<file path="src/rtl/div_pkg.sv">
// Shared widths, FSM encoding and saturation constants for the sequential divider.
package div_pkg;

    localparam int DW = 16;
    localparam int QW = 8;

    typedef enum logic [2:0] {
        IDLE = 3'd0,
        PREP = 3'd1,
        ITER = 3'd2,
        FIX  = 3'd3,
        DONE = 3'd4
    } state_t;

    localparam logic [7:0] Q_POS_SAT = 8'h7F;
    localparam logic [7:0] Q_NEG_SAT = 8'h80;
    localparam logic [7:0] Q_DBZ     = 8'hFF;

    // Saturated quotient for an overflowing divide, picked by the result sign.
    function automatic logic [7:0] sat_quot(input logic neg);
        return neg ? Q_NEG_SAT : Q_POS_SAT;
    endfunction

endpackage

</file>
<file path="src/rtl/div_addsub.sv">
// Add/subtract cell for the partial remainder; neg is the sign of the result.
module div_addsub #(
    parameter int W = 9
) (
    input  logic [W-1:0] a,
    input  logic [W-1:0] b,
    input  logic         sub,
    output logic [W-1:0] sum,
    output logic         neg
);

    // Single adder shared by the iteration steps and the final restore.
    always_comb begin
        sum = sub ? (a - b) : (a + b);
        neg = sum[W-1];
    end

endmodule

</file>
<file path="src/rtl/seq_divider.sv">
// Signed DW/QW non-restoring divider, one quotient bit per cycle, valid/ready on both sides.
// The magnitude datapath assumes DW == 2*QW (product-width dividend).
module seq_divider #(
    parameter int DW = div_pkg::DW,
    parameter int QW = div_pkg::QW
) (
    input  logic          clk,
    input  logic          rst,
    input  logic          in_valid,
    output logic          in_ready,
    input  logic [DW-1:0] dividend,
    input  logic [QW-1:0] divisor,
    output logic          out_valid,
    input  logic          out_ready,
    output logic [QW-1:0] quotient,
    output logic [QW-1:0] remainder,
    output logic          div_by_zero,
    output logic          overflow
);
    import div_pkg::*;

    localparam int         PW   = QW + 1;
    localparam logic [3:0] LAST = 4'(QW - 1);

    state_t          state;
    logic [DW-1:0]   dd_r;
    logic [QW-1:0]   ds_r;
    logic            sign_q;
    logic            sign_r;
    logic [QW-1:0]   dabs;
    logic [PW-1:0]   p;
    logic [QW-1:0]   q_lo;      // low dividend bits shift out as quotient bits shift in
    logic [3:0]      cnt;
    logic            early;     // result already loaded in PREP; FIX only publishes it

    logic [DW-1:0]   dd_abs;
    logic [QW-1:0]   ds_abs;
    logic [PW-1:0]   as_a;
    logic [PW-1:0]   as_sum;
    logic            as_sub;
    logic            as_neg;
    logic [QW-1:0]   ru;
    logic            late_ovf;

    // Magnitudes of the latched operands; the most negative values map to 2^(W-1).
    always_comb begin
        dd_abs = dd_r[DW-1] ? (~dd_r + 1'b1) : dd_r;
        ds_abs = ds_r[QW-1] ? (~ds_r + 1'b1) : ds_r;
    end

    // Operand select: shift-and-step during ITER, plain restore-add during FIX.
    always_comb begin
        as_a   = {p[PW-2:0], q_lo[QW-1]};
        as_sub = ~p[PW-1];
        if (state == FIX) begin
            as_a   = p;
            as_sub = 1'b0;
        end
    end

    div_addsub #(.W(PW)) u_addsub (
        .a   (as_a),
        .b   ({1'b0, dabs}),
        .sub (as_sub),
        .sum (as_sum),
        .neg (as_neg)
    );

    // Final unsigned remainder and the late overflow test on the unsigned quotient.
    always_comb begin
        ru       = p[PW-1] ? as_sum[QW-1:0] : p[QW-1:0];
        late_ovf = sign_q ? (q_lo[QW-1] && (|q_lo[QW-2:0])) : q_lo[QW-1];
    end

    // Control FSM with registered handshake and result outputs.
    always_ff @(posedge clk) begin
        if (rst) begin
            state       <= IDLE;
            in_ready    <= 1'b0;
            out_valid   <= 1'b0;
            quotient    <= '0;
            remainder   <= '0;
            div_by_zero <= 1'b0;
            overflow    <= 1'b0;
            dd_r        <= '0;
            ds_r        <= '0;
            sign_q      <= 1'b0;
            sign_r      <= 1'b0;
            dabs        <= '0;
            p           <= '0;
            q_lo        <= '0;
            cnt         <= '0;
            early       <= 1'b0;
        end else begin
            case (state)
                IDLE: begin
                    in_ready <= 1'b1;
                    if (in_valid && in_ready) begin
                        dd_r        <= dividend;
                        ds_r        <= divisor;
                        div_by_zero <= 1'b0;
                        overflow    <= 1'b0;
                        in_ready    <= 1'b0;
                        state       <= PREP;
                    end
                end
                PREP: begin
                    sign_q <= dd_r[DW-1] ^ ds_r[QW-1];
                    sign_r <= dd_r[DW-1];
                    dabs   <= ds_abs;
                    p      <= {1'b0, dd_abs[DW-1:QW]};
                    q_lo   <= dd_abs[QW-1:0];
                    cnt    <= '0;
                    early  <= 1'b0;
                    if (ds_r == '0) begin
                        quotient    <= Q_DBZ;
                        remainder   <= dd_r[QW-1:0];
                        div_by_zero <= 1'b1;
                        early       <= 1'b1;
                        state       <= FIX;
                    end else if (dd_abs[DW-1:QW] >= ds_abs) begin
                        // High half already >= divisor: quotient cannot fit in QW bits.
                        quotient  <= sat_quot(dd_r[DW-1] ^ ds_r[QW-1]);
                        remainder <= '0;
                        overflow  <= 1'b1;
                        early     <= 1'b1;
                        state     <= FIX;
                    end else begin
                        state <= ITER;
                    end
                end
                ITER: begin
                    p    <= as_sum;
                    q_lo <= {q_lo[QW-2:0], ~as_neg};
                    cnt  <= cnt + 4'd1;
                    if (cnt == LAST)
                        state <= FIX;
                end
                FIX: begin
                    if (!early) begin
                        if (late_ovf) begin
                            quotient  <= sat_quot(sign_q);
                            remainder <= '0;
                            overflow  <= 1'b1;
                        end else begin
                            quotient  <= sign_q ? (~q_lo + 1'b1) : q_lo;
                            remainder <= sign_r ? (~ru + 1'b1) : ru;
                        end
                    end
                    out_valid <= 1'b1;
                    state     <= DONE;
                end
                DONE: begin
                    if (out_ready) begin
                        out_valid <= 1'b0;
                        in_ready  <= 1'b1;
                        state     <= IDLE;
                    end
                end
                default: begin
                    state     <= IDLE;
                    in_ready  <= 1'b0;
                    out_valid <= 1'b0;
                end
            endcase
        end
    end

endmodule
</file>
<file path="config.mk">
export PLATFORM = sky130hd
export DESIGN_NAME = seq_divider
export DESIGN_NICKNAME = d
export VERILOG_FILES = /design/src/rtl/div_pkg.sv /design/src/rtl/div_addsub.sv /design/src/rtl/seq_divider.sv
export SDC_FILE = /design/constraint.sdc
export NUM_CORES = 1
export LEC_CHECK = 0
export CORE_MARGIN = 1
export CORE_UTILIZATION = 60
export CTS_CLUSTER_DIAMETER = 80
export CTS_CLUSTER_SIZE = 24
export DETAILED_ROUTE_END_ITERATION = 10
export DONT_BUFFER_PORTS = 1
export PLACE_DENSITY = 0.76
export SLEW_MARGIN = 30
export SYNTH_ARGS = -nofsm -noshare
export SYNTH_HDL_FRONTEND = slang
export SYNTH_HIERARCHICAL = 1
export SYNTH_SLANG_ARGS = --single-unit
export TNS_END_PERCENT = 100
</file>
<file path="constraint.sdc">
create_clock -name clk -period 4.4 [get_ports clk]
set_input_delay 0.88 -clock clk [delete_from_list [all_inputs] [get_ports clk]]
set_output_delay 0.88 -clock clk [all_outputs]
set_load 0.01 [all_outputs]
</file>
Word level (Yosys, flattened, before mapping)
Cells that the tools add are included.
Operators by class
  $mul: 0
  reductions and logical operators: 18
  equal/unequal tests: 14
  shift operators: 0
  bitwise logic cells: 9
  muxes and demuxes: 45
  add/sub/neg operators: 7
  div/mod/pow operators: 0
  $lt $le $gt $ge: 1
Operator list (number)
  $mux W8: 14
  $pmux W8 S2: 3
  $add A8 B1 Y8 const B: 3
  $not A8 Y8: 3
  $mux W9: 2
  $pmux W9 S2: 1
  $add A16 B1 Y16 const B: 1
  $mux W16: 1
  $ne A2 B2 Y1 const B: 8
  $not A16 Y16: 1
  $mux W1: 15
  $pmux W3 S5: 1
  $add A9 B8 Y9: 1
  $mux W3: 3
  $pmux W1 S3: 3
  $reduce_and A3 Y1: 3
  $sub A9 B8 Y9: 1
  $ge A8 B8 Y1: 1
  $logic_not A8 Y1: 1
  $pmux W4 S2: 1
  $reduce_or A7 Y1: 1
  $eq A3 B2 Y1 const B: 2
  $reduce_and A2 Y1: 3
  $reduce_and A6 Y1: 1
  13 further kinds: 20
Storage, ports and cells
  input bits: 28
  memories kept: 0
  RAM bits: 0
  bits in latches: 0
  flip-flop bits (word level): 79
  bits in read-only memories: 0

Logic depth before layout (Yosys ltp)
  depth in word-level cells: 11
  depth in mapped cells: 19
  depth with buffers taken out: 18

Cells and area by module
Netlist, hierarchy kept.
Modules (own cells, without submodules)
  seq_divider: sequential area each 1581.5 um^2, cells each 540, times used 1, area an instance 4211.5 um^2
  div_addsub: sequential area each 0.0 um^2, cells each 69, times used 1, area an instance 531.8 um^2

Worst setup path before layout
No wires, ideal clock.
  path type: reg2reg
  start point: reg state[0]
  end point: reg remainder[7]
  setup time: 0.132 ns
  stages on the path, launching flop included: 20
  data arrival time: 3.790 ns
  path slack: 0.478 ns
  clock period less this slack: 3.922 ns
  path through: dfxtp_1 -> nor2b_1 -> and2_0 -> clkbuf_1 -> nor2_1 -> clkbuf_1 -> mux2_2 -> inv_1 -> ha_1 -> nor2b_1 -> o31a_1 -> o21ai_1 -> nor2b_1 -> xnor2_1 -> nor4_1 -> mux2i_1 -> o21ai_0 -> xor2_1 -> a221oi_1 -> nor3_1
On the way
  elaborated cells on any way between the ends: 18
RTL lines
  start, declared: RTL line seq_divider.sv:25  | state_t state;
  start signal, assigned: RTL line seq_divider.sv:78  | state <= IDLE;
  start signal, assigned: RTL line seq_divider.sv:104  | state <= PREP;
  start signal, assigned: RTL line seq_divider.sv:120  | state <= FIX;
  $eq A3 B2 Y1: RTL line seq_divider.sv:55  | if (state == FIX) begin
  $mux W1: RTL line seq_divider.sv:55
  named net as_sub: RTL line seq_divider.sv:40  | logic as_sub;
  $mux W9: RTL line div_addsub.sv:14  | sum = sub ? (a - b) : (a + b);
  named net as_sum[5]: RTL line seq_divider.sv:39  | logic [PW-1:0] as_sum;
  $mux W8: RTL line seq_divider.sv:71  | ru = p[PW-1] ? as_sum[QW-1:0] : p[QW-1:0];
  $not A8 Y8: RTL line seq_divider.sv:147  | remainder <= sign_r ? (~ru + 1'b1) : ru;
  $add A8 B1 Y8: RTL line seq_divider.sv:147
  $mux W8: RTL line seq_divider.sv:147
  $mux W8: RTL line seq_divider.sv:141  | if (late_ovf) begin
  $mux W8: RTL line seq_divider.sv:140  | if (!early) begin
  $pmux W8 S2: RTL line seq_divider.sv:95  | case (state)
  end signal, assigned: RTL line seq_divider.sv:117  | remainder <= dd_r[QW-1:0];
  end signal, assigned: RTL line seq_divider.sv:147
  end, declared: RTL line seq_divider.sv:16  | output logic [QW-1:0] remainder,
The timed path passes the listed nets, and every way through them passes these cells. The select of a mux whose other input is x is not followed.
A chain may end at the register's enable or synchronous reset.

Worst setup path after layout
  start point: reg state[0]
  end point: reg remainder[7]
On the way
  longest elaborated chain between the ends: 11
  elaborated cells on any way between the ends: 18
Ends and longest elaborated chain
  $eq A3 B2 Y1 (*): RTL line seq_divider.sv:55
  $mux W9 (*): RTL line seq_divider.sv:55
  named net as_a[0]: RTL line seq_divider.sv:38  | logic [PW-1:0] as_a;
  $add A9 B8 Y9 / $sub A9 B8 Y9 (equally long branches): RTL line div_addsub.sv:14
  $mux W9 (*): RTL line div_addsub.sv:14
  named net as_sum[6]: RTL line seq_divider.sv:39
  $mux W8 (*): RTL line seq_divider.sv:71
  $not A8 Y8 (*): RTL line seq_divider.sv:147
  $add A8 B1 Y8 (*): RTL line seq_divider.sv:147
  $mux W8 (*): RTL line seq_divider.sv:147
  $mux W8 (*): RTL line seq_divider.sv:141
  $mux W8 (*): RTL line seq_divider.sv:140
  $pmux W8 S2 (*): RTL line seq_divider.sv:95
Mark *: on every way through the listed nets, which the timed path passes. The rest lies on a longest branch. The select of a mux whose other input is x is not followed.

==> flow_summary.yaml <==
timing:
  setup_viol: 0
  fin_crit_sh_pct: 89.9
  tightest_slew_ns: 0.840
  rsz0062_at_grt: "no"
  timing_hold_violations_final: 0
  slew_viol_final: 0
  tns_ns: 0
  fin_crit_ns: 3.96
  fmax_ghz: 0.253
  finalClockSkew_ns: 0.0116
  maxSlewHeadroom_pct: 44.0
cts:
  clock_sinks: 79
  clockRootBuffer: "clkbuf_8"
  cts_tree: "built"
  tritoncts.num_buffers: 9
  clk_pin_slew_ns: 0.08
  clk_latency_ns: 0.36
  cts_hold_buffers: 0
  htreeDepth: 3
  clockBufferDepth: 2
layout:
  layout_common_cells: "nand2_1, dfxtp_1, nor2_1, a21oi_1, xnor2_1"
  syn2layout_area_growth_pct: 4.30
  drive_gt1_share_pct: 6.91
  nets: 640
  regArea_um2: 1580
  layout_commonest_cell: "nand2_1"
  fillers: 740
  num_antenna_cells: 0
  fin_area_um2: 4950
  multiInputGateArea_um2: 2960
setup_path:
  path_common_cell: "nand2_1"
  setup.worst_path.end_class: "flip-flop"
  r2r-start: "state[0]"
  slowest_delay_ns: 0.48
  startpoint_type: "flip-flop"
  required_ns: 4.65
  critPathKind: "reg -> reg"
  critPathCapture: "remainder[7]"
  path_cells: "nor2b_1 > and2_0 > buf_4 > nand2_1 > nand2_1 > inv_1 > ha_1 > fa_1 > nor2b_4 > o31a_1 > o21a_1 > nor2_1 > xnor2_1 > nor4_1 > mux2i_1 > o21ai_0 > xor2_1 > a221oi_1 > nor3_1"
  r2r_slack_ns: 0.44
  cp.arrival_ns: 4.20
  r2r.worst_path.cells: 19
  cp_slowest_cell: "dfxtp_1"
  crit_fanout: 13
  reg2reg_to: "remainder[7]"
  critPathLaunch: "state[0]"
hold_path:
  hold_depth: 2
  hp-class: "reg -> reg"
die:
  row_count: 32
  dieArea_um2: 8260
  ios: 48
  coreArea_um2: 7690
  initial_utilization_pct: 61.7
  die_w_um: 90.9
  die_y_um: 90.9
synthesis:
  synth.avg_cell_area_um2: 7.79
  async_flop_share_pct: 0
  synthFlopType: "dfxtp_1"
  seq_area_frac_synth_pct: 33.3
  synth_cell_type_count: 59
  syn_inst: 609
  ys_ff_latch: 79
  syn_area_um2: 4740
  syn_nets: 660
  yosys_warnings: 6
  synth-edff-count: 0
global_routing:
  grt_pass1_wl_um: 19200
  antenna_found_initial: 0
  groute.usage.overall_pct: 29.2
  grt_max_degree: 80
  first_global_vias: 3920
  gr-total-overflow: 0
route:
  viasPerCell: 6.09
  finalWirelength_um: 11500
  num_vias: 4231
  ant_nets: 0
  drtPass1Iterations: 5
  post-route-drc-count: 0
  route.detailed.wl_per_inst_um: 16.6
  drtIter0Drc: 302
placed_design:
  dpl_cell_area_um2: 4780
  port_buffers: 0
  hpwl_um: 8550
  gp_congestion: 0.942
power:
  p_leak_nw: 1.73
  pwr_density_cell_nw_per_um2: 755
  vdd_drop_max_mv: 0.483
status:
  status: "complete, no violations"
job:
  max_cap_violations: 0
timing repair:
| action | in CTS | in global routing |
|---|---|---|
| setup buffers | 0 | 0 |
| endpoints found under the hold margin | 0 | 0 |
| setup endpoints to repair | 0 | 1 |
| gates resized for setup | 0 | 1 |
kinds of logic (layout without fill, tap and decap cells):
group           after synthesis  in the layout  share of synthesized area, %
fa+ha+maj                    23             23                          6.23
xor+xnor                     43             43                          7.94
buf+inv                      56             40                          4.77
flops                        79             79                          33.3
compound gates              151            151                          21.3
simple gates                243            243                          23.5
mux                          13             13                          2.77
other cells                   1              1                        0.0791
per-stage QoR:
stage	setup slack (ns)	util (%)	instances	hold WS (ns)	total power, mW
final	0.445	64.4	695	0.451	3.73
after global placement	0.503	62.2	680	0.437	3.18
after floorplan	0.478	-	609	0.436	2.85
after global routing	0.0772	64.4	695	0.487	4.03
after detailed placement	0.388	62.2	680	0.442	3.25
after CTS	0.365	64.3	695	0.453	3.72
sequential cells by signal, summed over array words and instances (netlist names), 3 cells and up:
register	flops
cnt	4
dabs	8
dd_r	16
ds_r	8
p	9
q_lo	8
quotient	8
remainder	8
state	3
cells in the mapped netlist (9+ instances only):
| cell type | number | area (µm²) |
|---|---|---|
| a211oi_1 | 15 | 113 |
| a21oi_1 | 55 | 275 |
| a221oi_1 | 12 | 105 |
| a22oi_1 | 16 | 120 |
| clkbuf_1 | 29 | 109 |
| dfxtp_1 | 79 | 1580 |
| ha_1 | 22 | 275 |
| inv_1 | 18 | 67.6 |
| mux2i_1 | 12 | 120 |
| nand2_1 | 112 | 420 |
| nor2_1 | 62 | 233 |
| nor2b_1 | 9 | 56.3 |
| nor3_1 | 18 | 90.1 |
| o21ai_0 | 20 | 100 |
| xnor2_1 | 28 | 245 |
| xor2_1 | 15 | 131 |
layer usage:
metal / vias up / part of all wire [%] / GRT usage (%)
met5: - / 0 / 0
met4: 0 / 1.9 / 8.86
met3: 21 / 7.0 / 5.89
met2: 144 / 45 / 46.1
met1: 1983 / 46 / 40.2
li1: 2083 / - / -
power breakdown:
group | leakage (nW) | switching (mW) | internal [mW] | total (mW)
Combinational | 1.00 | 1.22 | 0.859 | 2.08
Sequential | 0.643 | 0.276 | 0.906 | 1.18
Clock | 0.0825 | 0.270 | 0.203 | 0.473
critical path: cells and delay by family, from the launching register on:
kind,cells,cell delay (ns)
AOI/OAI and AO/OA,4,0.80
adders and majority gates,2,0.67
xor gates and xnor gates,2,0.24
and+or+nand+nor,8,1.25
buffers and inverters,2,0.28
muxes,1,0.12
DFF,1,0.48
worst min-delay path by stage:
stage	startpoint	to	slack (ns)
global route	early	early	0.49
finish	early	early	0.45
global placement	early	early	0.44
CTS	early	early	0.45
detailed placement	early	early	0.44
floorplan	early	early	0.44
area by class of cell:
cell class,count,share of cell area [%]
clock buffers,10,2.58
clock inverters,5,0.708
inverters,18,1.37
multi-input cells,474,59.7
flip-flops and latches,79,32.0
well taps,102,2.58
repair buffers,7,1.06
Power figures use the tool's default switching activity.
